<file path="config.mk">
export PLATFORM = sky130hd
export DESIGN_NAME = bitmask_rightmost_bit_iterator
export DESIGN_NICKNAME = d
export VERILOG_FILES = /design/src/rtl/bitmask_pkg.sv /design/src/rtl/bitmask_rightmost_bit_ops.sv /design/src/rtl/bitmask_rightmost_bit_iterator.sv
export SDC_FILE = /design/constraint.sdc
export NUM_CORES = 1
export LEC_CHECK = 0
export ABC_AREA = 1
export CAP_MARGIN = 20
export CORE_ASPECT_RATIO = 0.6
export CORE_MARGIN = 1
export CORE_UTILIZATION = 50
export DETAILED_ROUTE_END_ITERATION = 8
export PLACE_DENSITY = 0.77
export SLEW_MARGIN = 40
export SYNTH_ARGS = -nofsm -noshare
export SYNTH_HDL_FRONTEND = slang
export SYNTH_SLANG_ARGS = --single-unit
</file>
<file path="constraint.sdc">
create_clock -name clock -period 2 [get_ports clock]
set_clock_uncertainty 0.2 [all_clocks]
set_input_delay 0.3 -clock clock [delete_from_list [all_inputs] [get_ports clock]]
set_output_delay 0.3 -clock clock [all_outputs]
set_load 0.02 [all_outputs]
</file>
<file path="src/rtl/bitmask_pkg.sv">
// Shared encodings for the rightmost-bit iterator: operation select and FSM state.
package bitmask_pkg;

    typedef enum logic [1:0] {
        MODE_TRAIL0       = 2'd0,
        MODE_ISOLATE1     = 2'd1,
        MODE_TRAIL0_AND_1 = 2'd2,
        MODE_ITERATE      = 2'd3
    } mode_e;

    typedef enum logic {
        ST_IDLE = 1'b0,
        ST_BUSY = 1'b1
    } state_e;

endpackage

</file>
<file path="src/rtl/bitmask_rightmost_bit_ops.sv">
// Combinational rightmost-bit operations; ITERATE shares the isolate-lowest-bit datapath.
module bitmask_rightmost_bit_ops
    import bitmask_pkg::*;
#(
    parameter int WORD_WIDTH = 8
) (
    input  logic [WORD_WIDTH-1:0] word_i,
    input  logic [1:0]            mode_i,
    output logic [WORD_WIDTH-1:0] mask_o
);

    localparam logic [WORD_WIDTH-1:0] ONE = WORD_WIDTH'(1);

    logic [WORD_WIDTH-1:0] dec;
    logic [WORD_WIDTH-1:0] neg;

    // Wrap-around is intended: decrementing zero yields all-ones.
    assign dec = word_i - ONE;
    assign neg = ~word_i + ONE;

    // NOTE: default assignment first so every path drives mask_o and no latch is inferred.
    always_comb begin
        mask_o = '0;
        case (mode_e'(mode_i))
            MODE_TRAIL0:                 mask_o = ~word_i & dec;
            MODE_TRAIL0_AND_1:           mask_o = word_i ^ dec;
            MODE_ISOLATE1, MODE_ITERATE: mask_o = word_i & neg;
            default:                     mask_o = '0;
        endcase
    end

endmodule

</file>
<file path="src/rtl/bitmask_rightmost_bit_iterator.sv">
// Valid/ready rightmost-bit unit: single-result modes plus a lowest-bit-first set-bit iterator.
// Define BITMASK_ITERATOR_INDEX_EN to add the output_index port and its position encoder.
module bitmask_rightmost_bit_iterator
    import bitmask_pkg::*;
#(
    parameter  int WORD_WIDTH  = 8,
    localparam int INDEX_WIDTH = $clog2(WORD_WIDTH)
) (
    input  logic                  clock,
    input  logic                  reset_n,
    input  logic                  input_valid,
    output logic                  input_ready,
    input  logic [WORD_WIDTH-1:0] input_word,
    input  logic [1:0]            input_mode,
    output logic                  output_valid,
    input  logic                  output_ready,
    output logic [WORD_WIDTH-1:0] output_word,
    output logic                  output_last
`ifdef BITMASK_ITERATOR_INDEX_EN
    ,
    output logic [INDEX_WIDTH-1:0] output_index
`endif
);

    localparam logic [WORD_WIDTH-1:0] ONE = WORD_WIDTH'(1);

    state_e                state_q, state_d;
    logic [WORD_WIDTH-1:0] word_q, word_d;
    logic [WORD_WIDTH-1:0] residual_q, residual_d;
    logic                  last_q, last_d;

    logic                  accept;
    logic                  out_hs;
    logic                  advance;
    logic                  load;
    logic [WORD_WIDTH-1:0] residual_next;
    logic [WORD_WIDTH-1:0] op_src;
    logic [WORD_WIDTH-1:0] op_mask;
    mode_e                 op_mode;

    assign accept        = input_valid & input_ready;
    assign out_hs        = output_valid & output_ready;
    assign advance       = out_hs & ~last_q;
    assign load          = accept | advance;
    assign residual_next = residual_q & (residual_q - ONE);

    // A fresh accept and an iteration step share one ops instance; they never coincide.
    assign op_src  = accept ? input_word : residual_next;
    assign op_mode = accept ? mode_e'(input_mode) : MODE_ITERATE;

    bitmask_rightmost_bit_ops #(.WORD_WIDTH(WORD_WIDTH)) u_ops (
        .word_i (op_src),
        .mode_i (op_mode),
        .mask_o (op_mask)
    );

    // NOTE: sequential state uses non-blocking assignments; reset is asynchronous.
    always_ff @(posedge clock or negedge reset_n) begin
        if (!reset_n) state_q <= ST_IDLE;
        else          state_q <= state_d;
    end

    always_comb begin
        state_d = state_q;
        case (state_q)
            ST_IDLE: if (accept) state_d = ST_BUSY;
            ST_BUSY: if (out_hs && last_q && !accept) state_d = ST_IDLE;
            default: state_d = ST_IDLE;
        endcase
    end

    always_comb begin
        output_valid = 1'b0;
        input_ready  = 1'b1;
        case (state_q)
            ST_IDLE: begin
                output_valid = 1'b0;
                input_ready  = 1'b1;
            end
            ST_BUSY: begin
                output_valid = 1'b1;
                input_ready  = output_ready & last_q;
            end
            default: ;
        endcase
    end

    always_comb begin
        word_d     = word_q;
        last_d     = last_q;
        residual_d = residual_q;
        if (load) begin
            word_d     = op_mask;
            last_d     = (op_mode != MODE_ITERATE) || ((op_src & (op_src - ONE)) == '0);
            residual_d = (op_mode == MODE_ITERATE) ? op_src : '0;
        end
    end

    always_ff @(posedge clock or negedge reset_n) begin
        if (!reset_n) begin
            word_q     <= '0;
            last_q     <= 1'b0;
            residual_q <= '0;
        end else begin
            word_q     <= word_d;
            last_q     <= last_d;
            residual_q <= residual_d;
        end
    end

    assign output_word = word_q;
    assign output_last = last_q;

`ifdef BITMASK_ITERATOR_INDEX_EN
    // Position of the lowest set bit of the operand covers every mode's index definition.
    logic [WORD_WIDTH-1:0]  lowest;
    logic [INDEX_WIDTH-1:0] index_q, index_d;

    bitmask_rightmost_bit_ops #(.WORD_WIDTH(WORD_WIDTH)) u_isolate (
        .word_i (op_src),
        .mode_i (MODE_ISOLATE1),
        .mask_o (lowest)
    );

    always_comb begin
        index_d = index_q;
        if (load) begin
            index_d = '0;
            for (int i = 0; i < WORD_WIDTH; i++) begin
                if (lowest[i]) index_d = INDEX_WIDTH'(i);
            end
        end
    end

    always_ff @(posedge clock or negedge reset_n) begin
        if (!reset_n) index_q <= '0;
        else          index_q <= index_d;
    end

    assign output_index = index_q;
`endif

endmodule

</file>
==> results.tsv <==
metric	value	unit
slew_viol_final	0	
synth-seq-cells	18	
hold_buffers	0	
cts_max_path_buffers	2	
worst-path-max-fanout	7	
chipWidth	64.55	um
io_pins	25	
grt-ovfl-total	0	
grt_pass1_wl	5119	um
ys_warn_count	0	
synth_cell_types	26	
final_util	0.7709	
design_area	0.001693	mm2
cp.arrival	1.40	ns
tightest_slew	0.3827	ns
seq_area	450.4	um2
postRouteAntennaNets	0	
num_vias	1245	
grt_pass1_vias	1149	
worstPathRequired	1.50	ns
die_y	39.53	um
hold_violations	0	
antenna_found_initial	0	
drive_above_1_share	0.2212	
ir_worst_vdd	0.0007256	V
use_met1	0.3628	
cap_violations	0	
netSwitchingFraction	0.4395	
seqPwrFrac	0.278	
final_common_cell	nand2_1	
status	finished, final reports clean	
finalSetupViolCount	0	
period_share	0.9511	
tns	0	ns
power_leakage	0.8300	nW
clock-sinks	18	
antenna_cells	0	
routed_wl	3181	um
worstSetupStartpointType	primary input	
final_cell_mix	49 x nand2_1, 22 x clkdlybuf4s50_1, 21 x buf_4	
p_per_area	1327	mW/mm2
synth_edf_count	0	
grt.total_usage	0.2789	
power.switching	987.2	uW
synthTopCellsByArea	dfrtp_1 38%, nand2_1 16%, nand3_1 8.1%	
synth-seq-area-share	0.3838	
place_inst	233	
yosys.area.top_type_share	0.3838	
drc	0	
dp_slack	-0.2417	ns
grt_use_met2	0.4711	
drt-initial-drc-count	92	
hp-class	primary input to asynchronous set/reset pin	
p_int	1.259	mW
busiest_layer	met2	
cts_buffers	3	
portBuffers	24	
finalNetCount	223	
fillers	163	
num_rows	13	
power	2.246	mW
core_area	0.002196	mm2
initial_core_util	0.5345	
clkLatencyLatePin	0.26	ns
gp_congestion	0.8535	
routed_via_density	5.231	
synth_flop_cell	dfrtp_1	
firstDrtPassIters	4	
synth_top_area_cell	dfrtp_1	
path_class	primary input to output port	
finalNonFillerCells	238	
ys_async_sr_fraction	1.000	
die-area	0.002551	mm2
wl_per_cell	13.37	um
cts_tree	done	
place_area	0.001600	mm2
multi_input_area	666.9	um2
worst_slack	0.09773	ns
use_met3	0.06395	
syn_inst	161	
cts-root-buf	clkbuf_8	
syn_area	0.001174	mm2
clockPowerShare	0.140	
area_delta_synth_final	44.24	%
finalCriticalPeriod	1.902	ns
synth_nets	175	
grt_max_degree	19	
place_hpwl	2372	um
clock.fmax	525.7	MHz
htree_levels	1	
clk_pin_slew	0.08	ns
pwr-share-comb	0.582	
synth_area_per_cell	7.290	um2
end_kind	output port	
relSlewSlack	0.7445	
holdWs	0.1658	ns
## final timing paths
kind | start | to | slack (ns) | depth (start not counted)
max | output_ready | input_ready | 0.1 | 4
min | reset_n | residual_q[4]$_DFFE_PN0P_ | 0.17 | 2
max reg2reg | residual_q[3]$_DFFE_PN0P_ | output_last$_DFFE_PN0P_ | 0.17 | 9
min reg2reg | output_word[1]$_DFFE_PN0P_ | output_word[1]$_DFFE_PN0P_ | 0.28 | 2
max in group asynchronous | reset_n | output_word[2]$_DFFE_PN0P_ | 1.24 | 2
min in group clock | output_word[1]$_DFFE_PN0P_ | output_word[1]$_DFFE_PN0P_ | 0.28 | 2
## registers in the layout, indices dropped and copies added (netlist names)
| name | cells |
|---|---|
| output_word | 8 |
| residual_q | 8 |
| output_last | 1 |
| state_q | 1 |
## worst max-delay path: stages
cell	delay (ns)
clkdlybuf4s50_1	0.51
nand2_2	0.11
nand2_4	0.13
dlygate4sd2_1	0.35
## synthesized netlist by cell type, drive strengths merged, types with 2 or more instances
cell type   n
nand2      57
nand3      20
dfrtp      18
inv        16
nor2       16
o21ai       9
a21oi       6
o22ai       4
buf         3
o211ai      3
a31oi       2
nand4       2
## cell families (layout without fill, tap and decap cells)
family | Yosys count | after routing | synth area share
AND/OR/NAND/NOR | 96 | 96 | 0.3998
AO/OA/AOI/OAI | 27 | 27 | 0.1439
buffers and inverters | 20 | 67 | 0.07248
flip-flops | 18 | 18 | 0.3838
## repair_timing
action                                  CTS  global route
pin swaps                                 0             1
gates resized for setup                   1             6
setup buffers                             0             1
endpoints found under the setup margin    1             7
gates cloned                              0             0
## area by class of cell
type,instances,area share
Multi-Input combinational cell,123,0.3939
Tap cell,30,0.02217
Clock buffer,4,0.03252
Timing Repair Buffer,46,0.2476
Sequential cell,18,0.2661
Inverter,17,0.03769
## power by group through the flow
stage	clock (mW)	combinational (mW)	sequential, mW
after floorplan	0	0.639	0.712
after global placement	0	1.24	0.619
after detailed placement	0	1.25	0.623
after CTS	0.319	1.25	0.617
after global routing	0.330	1.44	0.647
final	0.314	1.31	0.625
## metal layers
layer | vias up | part of all wire
met3 | 4 | 0.042
met2 | 39 | 0.44
met5 | - | 0
met1 | 573 | 0.51
li1 | 629 | -
met4 | 0 | 0.0079
(Power assumes the default switching activity.)
